`config.mk`:
```
export PLATFORM = sky130hd
export DESIGN_NAME = ro_window_compare
export DESIGN_NICKNAME = d
export VERILOG_FILES = /design/src/rtl/ro_window_compare.sv
export SDC_FILE = /design/constraint.sdc
export NUM_CORES = 1
export LEC_CHECK = 0
export ABC_AREA = 0
export BUFFER_PORTS_ARGS = -buffer_cell sky130_fd_sc_hd__buf_4
export CORE_ASPECT_RATIO = 1.1
export CORE_MARGIN = 10
export CORE_UTILIZATION = 52
export DETAILED_ROUTE_END_ITERATION = 7
export PLACE_DENSITY_LB_ADDON = 0.1
export SLEW_MARGIN = 15
export SYNTH_ARGS = -nofsm -noshare
export SYNTH_HDL_FRONTEND = slang
export SYNTH_SLANG_ARGS = --single-unit
```
`constraint.sdc`:
```
create_clock -name clk -period 1.9 [get_ports clk]
set_input_delay 0.38 -clock clk [delete_from_list [all_inputs] [get_ports clk]]
set_output_delay 0.38 -clock clk [all_outputs]
set_load 0.03 [all_outputs]
```
`src/rtl/ro_window_compare.sv`:
```
// ro_window_compare
//   Measurement controller and comparator for one ring-oscillator pair of the
//   parallel PUF. It clears both edge counters, enables them for a fixed
//   window, waits for the count synchronizers to settle, then compares the two
//   final counts and presents one response with a valid/ready handshake.
//
// Parameters
//   WINDOW  cycles cnt_enable is held high (1 .. 2**WIN_W-1)
//   WIN_W   width of the shared window/settle counter
//   SETTLE  idle cycles between window end and sampling (0 allowed)
//
// Ports
//   clk         system clock, all state on posedge
//   reset       asynchronous, active-high; returns the block to IDLE
//   start       measurement request, sampled only in IDLE
//   count_a     final count of oscillator A counter
//   count_b     final count of oscillator B counter
//   cnt_reset   counter reset (loads counter start value)
//   cnt_enable  counter enable
//   busy        high whenever not IDLE
//   resp_valid  response valid, held until accepted
//   resp_ready  consumer ready
//   resp_bit    count_a > count_b
//   resp_tie    count_a == count_b
//   resp_diff   |count_a - count_b|
//   resp_sat    either count at 8'hFF when sampled (possible wrap)
module ro_window_compare #(
    parameter int WINDOW = 200,
    parameter int WIN_W  = 16,
    parameter int SETTLE = 2
) (
    input  logic       clk,
    input  logic       reset,
    input  logic       start,
    input  logic [7:0] count_a,
    input  logic [7:0] count_b,
    output logic       cnt_reset,
    output logic       cnt_enable,
    output logic       busy,
    output logic       resp_valid,
    input  logic       resp_ready,
    output logic       resp_bit,
    output logic       resp_tie,
    output logic [7:0] resp_diff,
    output logic       resp_sat
);

    typedef enum logic [2:0] {
        ST_IDLE   = 3'd0,
        ST_CLEAR  = 3'd1,
        ST_COUNT  = 3'd2,
        ST_SETTLE = 3'd3,
        ST_SAMPLE = 3'd4,
        ST_DONE   = 3'd5
    } state_t;

    localparam logic [WIN_W-1:0] WIN_LAST   = WIN_W'(WINDOW - 1);
    localparam logic [WIN_W-1:0] SET_LAST   = (SETTLE > 0) ? WIN_W'(SETTLE - 1) : {WIN_W{1'b0}};
    localparam logic             HAS_SETTLE = (SETTLE > 0) ? 1'b1 : 1'b0;
    localparam logic [WIN_W-1:0] WIN_ONE    = WIN_W'(1);

    // Unsigned magnitude of the difference; the larger operand is always the
    // minuend so the 8-bit result cannot wrap.
    function automatic logic [7:0] abs_diff8(input logic [7:0] a, input logic [7:0] b);
        if (a >= b) begin
            return a - b;
        end else begin
            return b - a;
        end
    endfunction

    state_t           state_r;
    state_t           state_next_s;
    logic [WIN_W-1:0] win_cnt_r;
    logic [WIN_W-1:0] win_cnt_next_s;

    logic       cnt_reset_r;
    logic       cnt_enable_r;
    logic       busy_r;
    logic       resp_valid_r;
    logic       resp_bit_r;
    logic       resp_tie_r;
    logic [7:0] resp_diff_r;
    logic       resp_sat_r;

    // State and window/settle counter registers.
    always_ff @(posedge clk or posedge reset) begin
        if (reset) begin
            state_r   <= ST_IDLE;
            win_cnt_r <= {WIN_W{1'b0}};
        end else begin
            state_r   <= state_next_s;
            win_cnt_r <= win_cnt_next_s;
        end
    end

    // Next-state and counter logic. One counter serves both the window and
    // the settle phase; it is zeroed on every phase exit.
    always_comb begin
        state_next_s   = state_r;
        win_cnt_next_s = win_cnt_r;
        case (state_r)
            ST_IDLE: begin
                if (start) begin
                    state_next_s = ST_CLEAR;
                end else begin
                    state_next_s = ST_IDLE;
                end
            end
            ST_CLEAR: begin
                state_next_s   = ST_COUNT;
                win_cnt_next_s = {WIN_W{1'b0}};
            end
            ST_COUNT: begin
                if (win_cnt_r == WIN_LAST) begin
                    win_cnt_next_s = {WIN_W{1'b0}};
                    state_next_s   = HAS_SETTLE ? ST_SETTLE : ST_SAMPLE;
                end else begin
                    win_cnt_next_s = win_cnt_r + WIN_ONE;
                end
            end
            ST_SETTLE: begin
                if (win_cnt_r == SET_LAST) begin
                    win_cnt_next_s = {WIN_W{1'b0}};
                    state_next_s   = ST_SAMPLE;
                end else begin
                    win_cnt_next_s = win_cnt_r + WIN_ONE;
                end
            end
            ST_SAMPLE: begin
                state_next_s = ST_DONE;
            end
            ST_DONE: begin
                if (resp_valid_r && resp_ready) begin
                    state_next_s = ST_IDLE;
                end else begin
                    state_next_s = ST_DONE;
                end
            end
            default: begin
                state_next_s   = ST_IDLE;
                win_cnt_next_s = {WIN_W{1'b0}};
            end
        endcase
    end

    // Control outputs registered from the next state so they carry the same
    // cycle timing as a Moore decode of state_r while staying glitch-free.
    always_ff @(posedge clk or posedge reset) begin
        if (reset) begin
            cnt_reset_r  <= 1'b0;
            cnt_enable_r <= 1'b0;
            busy_r       <= 1'b0;
        end else begin
            cnt_reset_r  <= (state_next_s == ST_CLEAR);
            cnt_enable_r <= (state_next_s == ST_COUNT);
            busy_r       <= (state_next_s != ST_IDLE);
        end
    end

    // Response capture on the closing edge of SAMPLE, release on accept.
    // Fields hold their last value after accept.
    always_ff @(posedge clk or posedge reset) begin
        if (reset) begin
            resp_valid_r <= 1'b0;
            resp_bit_r   <= 1'b0;
            resp_tie_r   <= 1'b0;
            resp_diff_r  <= 8'd0;
            resp_sat_r   <= 1'b0;
        end else if (state_r == ST_SAMPLE) begin
            resp_valid_r <= 1'b1;
            resp_bit_r   <= (count_a > count_b);
            resp_tie_r   <= (count_a == count_b);
            resp_diff_r  <= abs_diff8(count_a, count_b);
            resp_sat_r   <= (count_a == 8'hFF) || (count_b == 8'hFF);
        end else if (resp_valid_r && resp_ready) begin
            resp_valid_r <= 1'b0;
        end else begin
            resp_valid_r <= resp_valid_r;
        end
    end

    assign cnt_reset  = cnt_reset_r;
    assign cnt_enable = cnt_enable_r;
    assign busy       = busy_r;
    assign resp_valid = resp_valid_r;
    assign resp_bit   = resp_bit_r;
    assign resp_tie   = resp_tie_r;
    assign resp_diff  = resp_diff_r;
    assign resp_sat   = resp_sat_r;

endmodule

```
==> metrics.yaml <==
ys_async_sr_fraction_pct: 100
synth_warnings: 0
min_period_ps: 1800
ys_types: 52
cts_buffers: 5
drv_cap: 0
cp_top_family: "simple AND/OR/NAND/NOR gates"
synth_top_cell_area_share_pct: 35.9
netSwitchingFraction_pct: 41.5
globalplace.congestion: 0.896
critPathMaxStageDelay_ps: 390
setup_ws_ps: 105
pre_cts_slack_ps: -257
max-vdd-ir-drop_v: 0.000447
grt_pass1_wl_mm: 10.5
grt_antenna_before_repair: 0
slew_headroom_pct: 75.1
total_power_w: 0.00345
setup.worst_path.start: "count_a[0]"
multi_input_area_um2: 1490
first_iter_violations: 136
cp.required_ps: 2120
core_um2: 4350
syn_avg_cell_area_um2: 8.52
path_class: "input pin to flip-flop"
synthFlopType: "dfrtp_1"
ctsHoldBuffers: 0
power_density_nw_per_um2: 1050
cp_max_fo: 6
synthesis.area_um2: 2370
drt_pass1_iterations: 4
setup_viol: 0
grt_max_degree: 28
cp-end-kind: "flip-flop"
dpl.hpwl_mm: 4.83
tns_ps: 0
synth_commonest_cells: "dfrtp_1, nand2_1, o21ai_1"
final_hold_viol_count: 0
p_seq_share_pct: 30.8
power_leakage_nw: 1.56
final.setup_skew_ps: 5.04
cts_tree: "yes"
synth.largest_area_cell: "dfrtp_1"
dp.cells: 404
post-cts-setup-buffers: 0
synth_edf_count: 0
die_y_um: 90.8
fp-row-count: 25
synth_nets: 317
min_path_type: "input pin to asynchronous set/reset pin"
r2r_start: "win_cnt_r[0]"
p_sw_w: 0.00143
register_area_um2: 851
crit_buf_inv: 2
drive_above_1_share_pct: 33.4
fin_nets: 396
cts_sinks: 34
p_int_w: 0.00202
yosysMostFrequentCell: "dfrtp_1"
die_area_um2: 7650
ys_seq_area_share_pct: 35.9
crit_arrival_ps: 2020
crit_chain: "buf_8 > inv_8 > ha_4 > fa_2 > o211ai_2 > a21oi_4 > and3b_1 > or4_1 > nand3_1"
tightest_slew_ps: 371
routedWlPerCell_um: 14.8
fin_util_pct: 75.6
cts_buffer_depth: 2
r2r_cells: 6
reg2reg_to: "win_cnt_r[13]"
drcViolationCount: 0
pwr-share-clk_pct: 15.1
initial_utilization_pct: 54.4
routed_wl_mm: 6.05
cts_root_buffer: "clkbuf_8"
n_antenna_cell: 0
min_period_over_period_pct: 94.5
synthCells: 278
ios: 35
syn_to_final_growth_pct: 38.8
htreeDepth: 2
pwr-share-comb_pct: 54.1
clock_latency_ps: 280
die_w_um: 84.3
path_depth: 9
path_clk_slew_ps: 60
start_kind: "input pin"
crit_end: "resp_diff[5]"
timing.fmax_mhz: 557
vias: 2257
track_usage_pct: 16.1
grt_pass1_vias: 2315
outcome: "finished clean"
maxSlewViolCount: 0
grt_overflow: 0
crit_slowest_cell: "or4_1"
ys_seq_elements: 34
rsz0062_at_grt: "no"
instances_no_fill: 410
reg2reg_slack_ps: 110
synthTopCellsByArea: "dfrtp_1, ha_1, o21ai_1"
n_fill_cell: 346
ant_nets: 0
port_buffers: 34
vias_per_cell: 5.50
-- power by group through the flow --
stage                     Combinational (W)  Clock (W)  Sequential [W]
final                               0.00187   0.000519         0.00106
after detailed placement            0.00186          0         0.00107
after floorplan                    0.000884          0         0.00132
after global placement              0.00183          0         0.00107
after global routing                0.00208   0.000566         0.00109
after CTS                           0.00187   0.000533         0.00106
-- per-layer routing --
metal / routed length [µm] / global-route usage (%)
met1: 2340 / 17.4
met2: 3260 / 29.6
met3: 286 / 3.07
met4: 157 / 6.59
met5: 0 / 0
-- worst min-delay path by stage --
stage | slack (ps) | start | to | cells after the start
2_1_floorplan | 440 | win_cnt_r[15] | win_cnt_r[15] | 1
3_3_place_gp | 360 | reset | win_cnt_r[6] | 2
3_5_place_dp | 360 | reset | win_cnt_r[7] | 2
4_1_cts | 50 | reset | win_cnt_r[7] | 2
5_1_grt | 70 | reset | win_cnt_r[6] | 2
6_report | 50 | reset | win_cnt_r[7] | 2
-- worst reg2reg max path, cell delays in order, from the launching register on --
cell and delay, ps:
dfrtp_1 420, ha_1 260, and4_1 230, mux2i_1 160
o21bai_2 100, buf_12 160, o41ai_1 350
-- cells by family (layout without fill, tap and decap cells) --
family / after synthesis / count (layout) / synth area share (%)
AND/OR/NAND/NOR: 99 / 99 / 20.7
AO/OA/AOI/OAI: 77 / 77 / 20.3
buffers and inverters: 35 / 113 / 6.71
flip-flops: 34 / 34 / 35.9
adder cells (fa/ha/maj): 19 / 19 / 10.7
XOR/XNOR: 7 / 7 / 2.59
multiplexers: 7 / 7 / 3.07
-- sequential cells by signal, summed over array words and instances (netlist names) --
name        cells
busy            1
cnt_enable      1
cnt_reset       1
resp_bit        1
resp_diff       8
resp_sat        1
resp_tie        1
resp_valid      1
state_r         3
win_cnt_r      16
-- cell type report --
cell class                 instances  share of cell area [%]
clock buffer                       6                    2.51
inverter                          22                    2.82
multi-input combinational        209                    45.4
sequential                        34                    25.9
tap                               54                    2.06
timing repair buffer              85                    21.3
-- cell usage in the layout (no fill, tap or decap), types with 2 or more instances in the layout --
cell | synthesis | routed
inv_2 | 1 | 3
a31oi_1 | 2 | 2
and2_1 | 2 | 2
o21ai_0 | 4 | 3
nand3b_1 | 2 | 2
ha_1 | 17 | 10
o31ai_1 | 7 | 7
mux2i_1 | 5 | 5
o21ai_1 | 30 | 31
inv_1 | 20 | 16
nor3_1 | 2 | 2
nand2b_1 | 5 | 5
buf_12 | 0 | 4
a21oi_2 | 2 | 2
xnor2_1 | 6 | 6
nor2b_1 | 2 | 2
a211oi_1 | 3 | 3
nand4_1 | 7 | 7
nand2_1 | 32 | 30
clkbuf_8 | 0 | 6
fa_2 | 0 | 2
and4_1 | 2 | 2
a21oi_4 | 1 | 3
and3_1 | 5 | 5
nor4_1 | 3 | 2
ha_4 | 0 | 6
a21oi_1 | 15 | 13
a21o_1 | 3 | 3
nor2_1 | 22 | 22
mux2_1 | 2 | 2
dfrtp_1 | 34 | 34
buf_4 | 1 | 79
nand3_1 | 9 | 9
-- metrics by stage --
stage	area, µm²	hold WS [ps]
final	3290	47.6
after global routing	3290	73.6
after CTS	3250	52.8
after detailed placement	3170	356
after global placement	3170	357
after floorplan	2490	441
-- timing repair --
action                                 in CTS  in global routing
resized for setup                           0                 10
setup endpoints to repair                   0                 12
endpoints found under the hold margin       0                  0
Note: power is estimated with default switching activity, not from simulation.
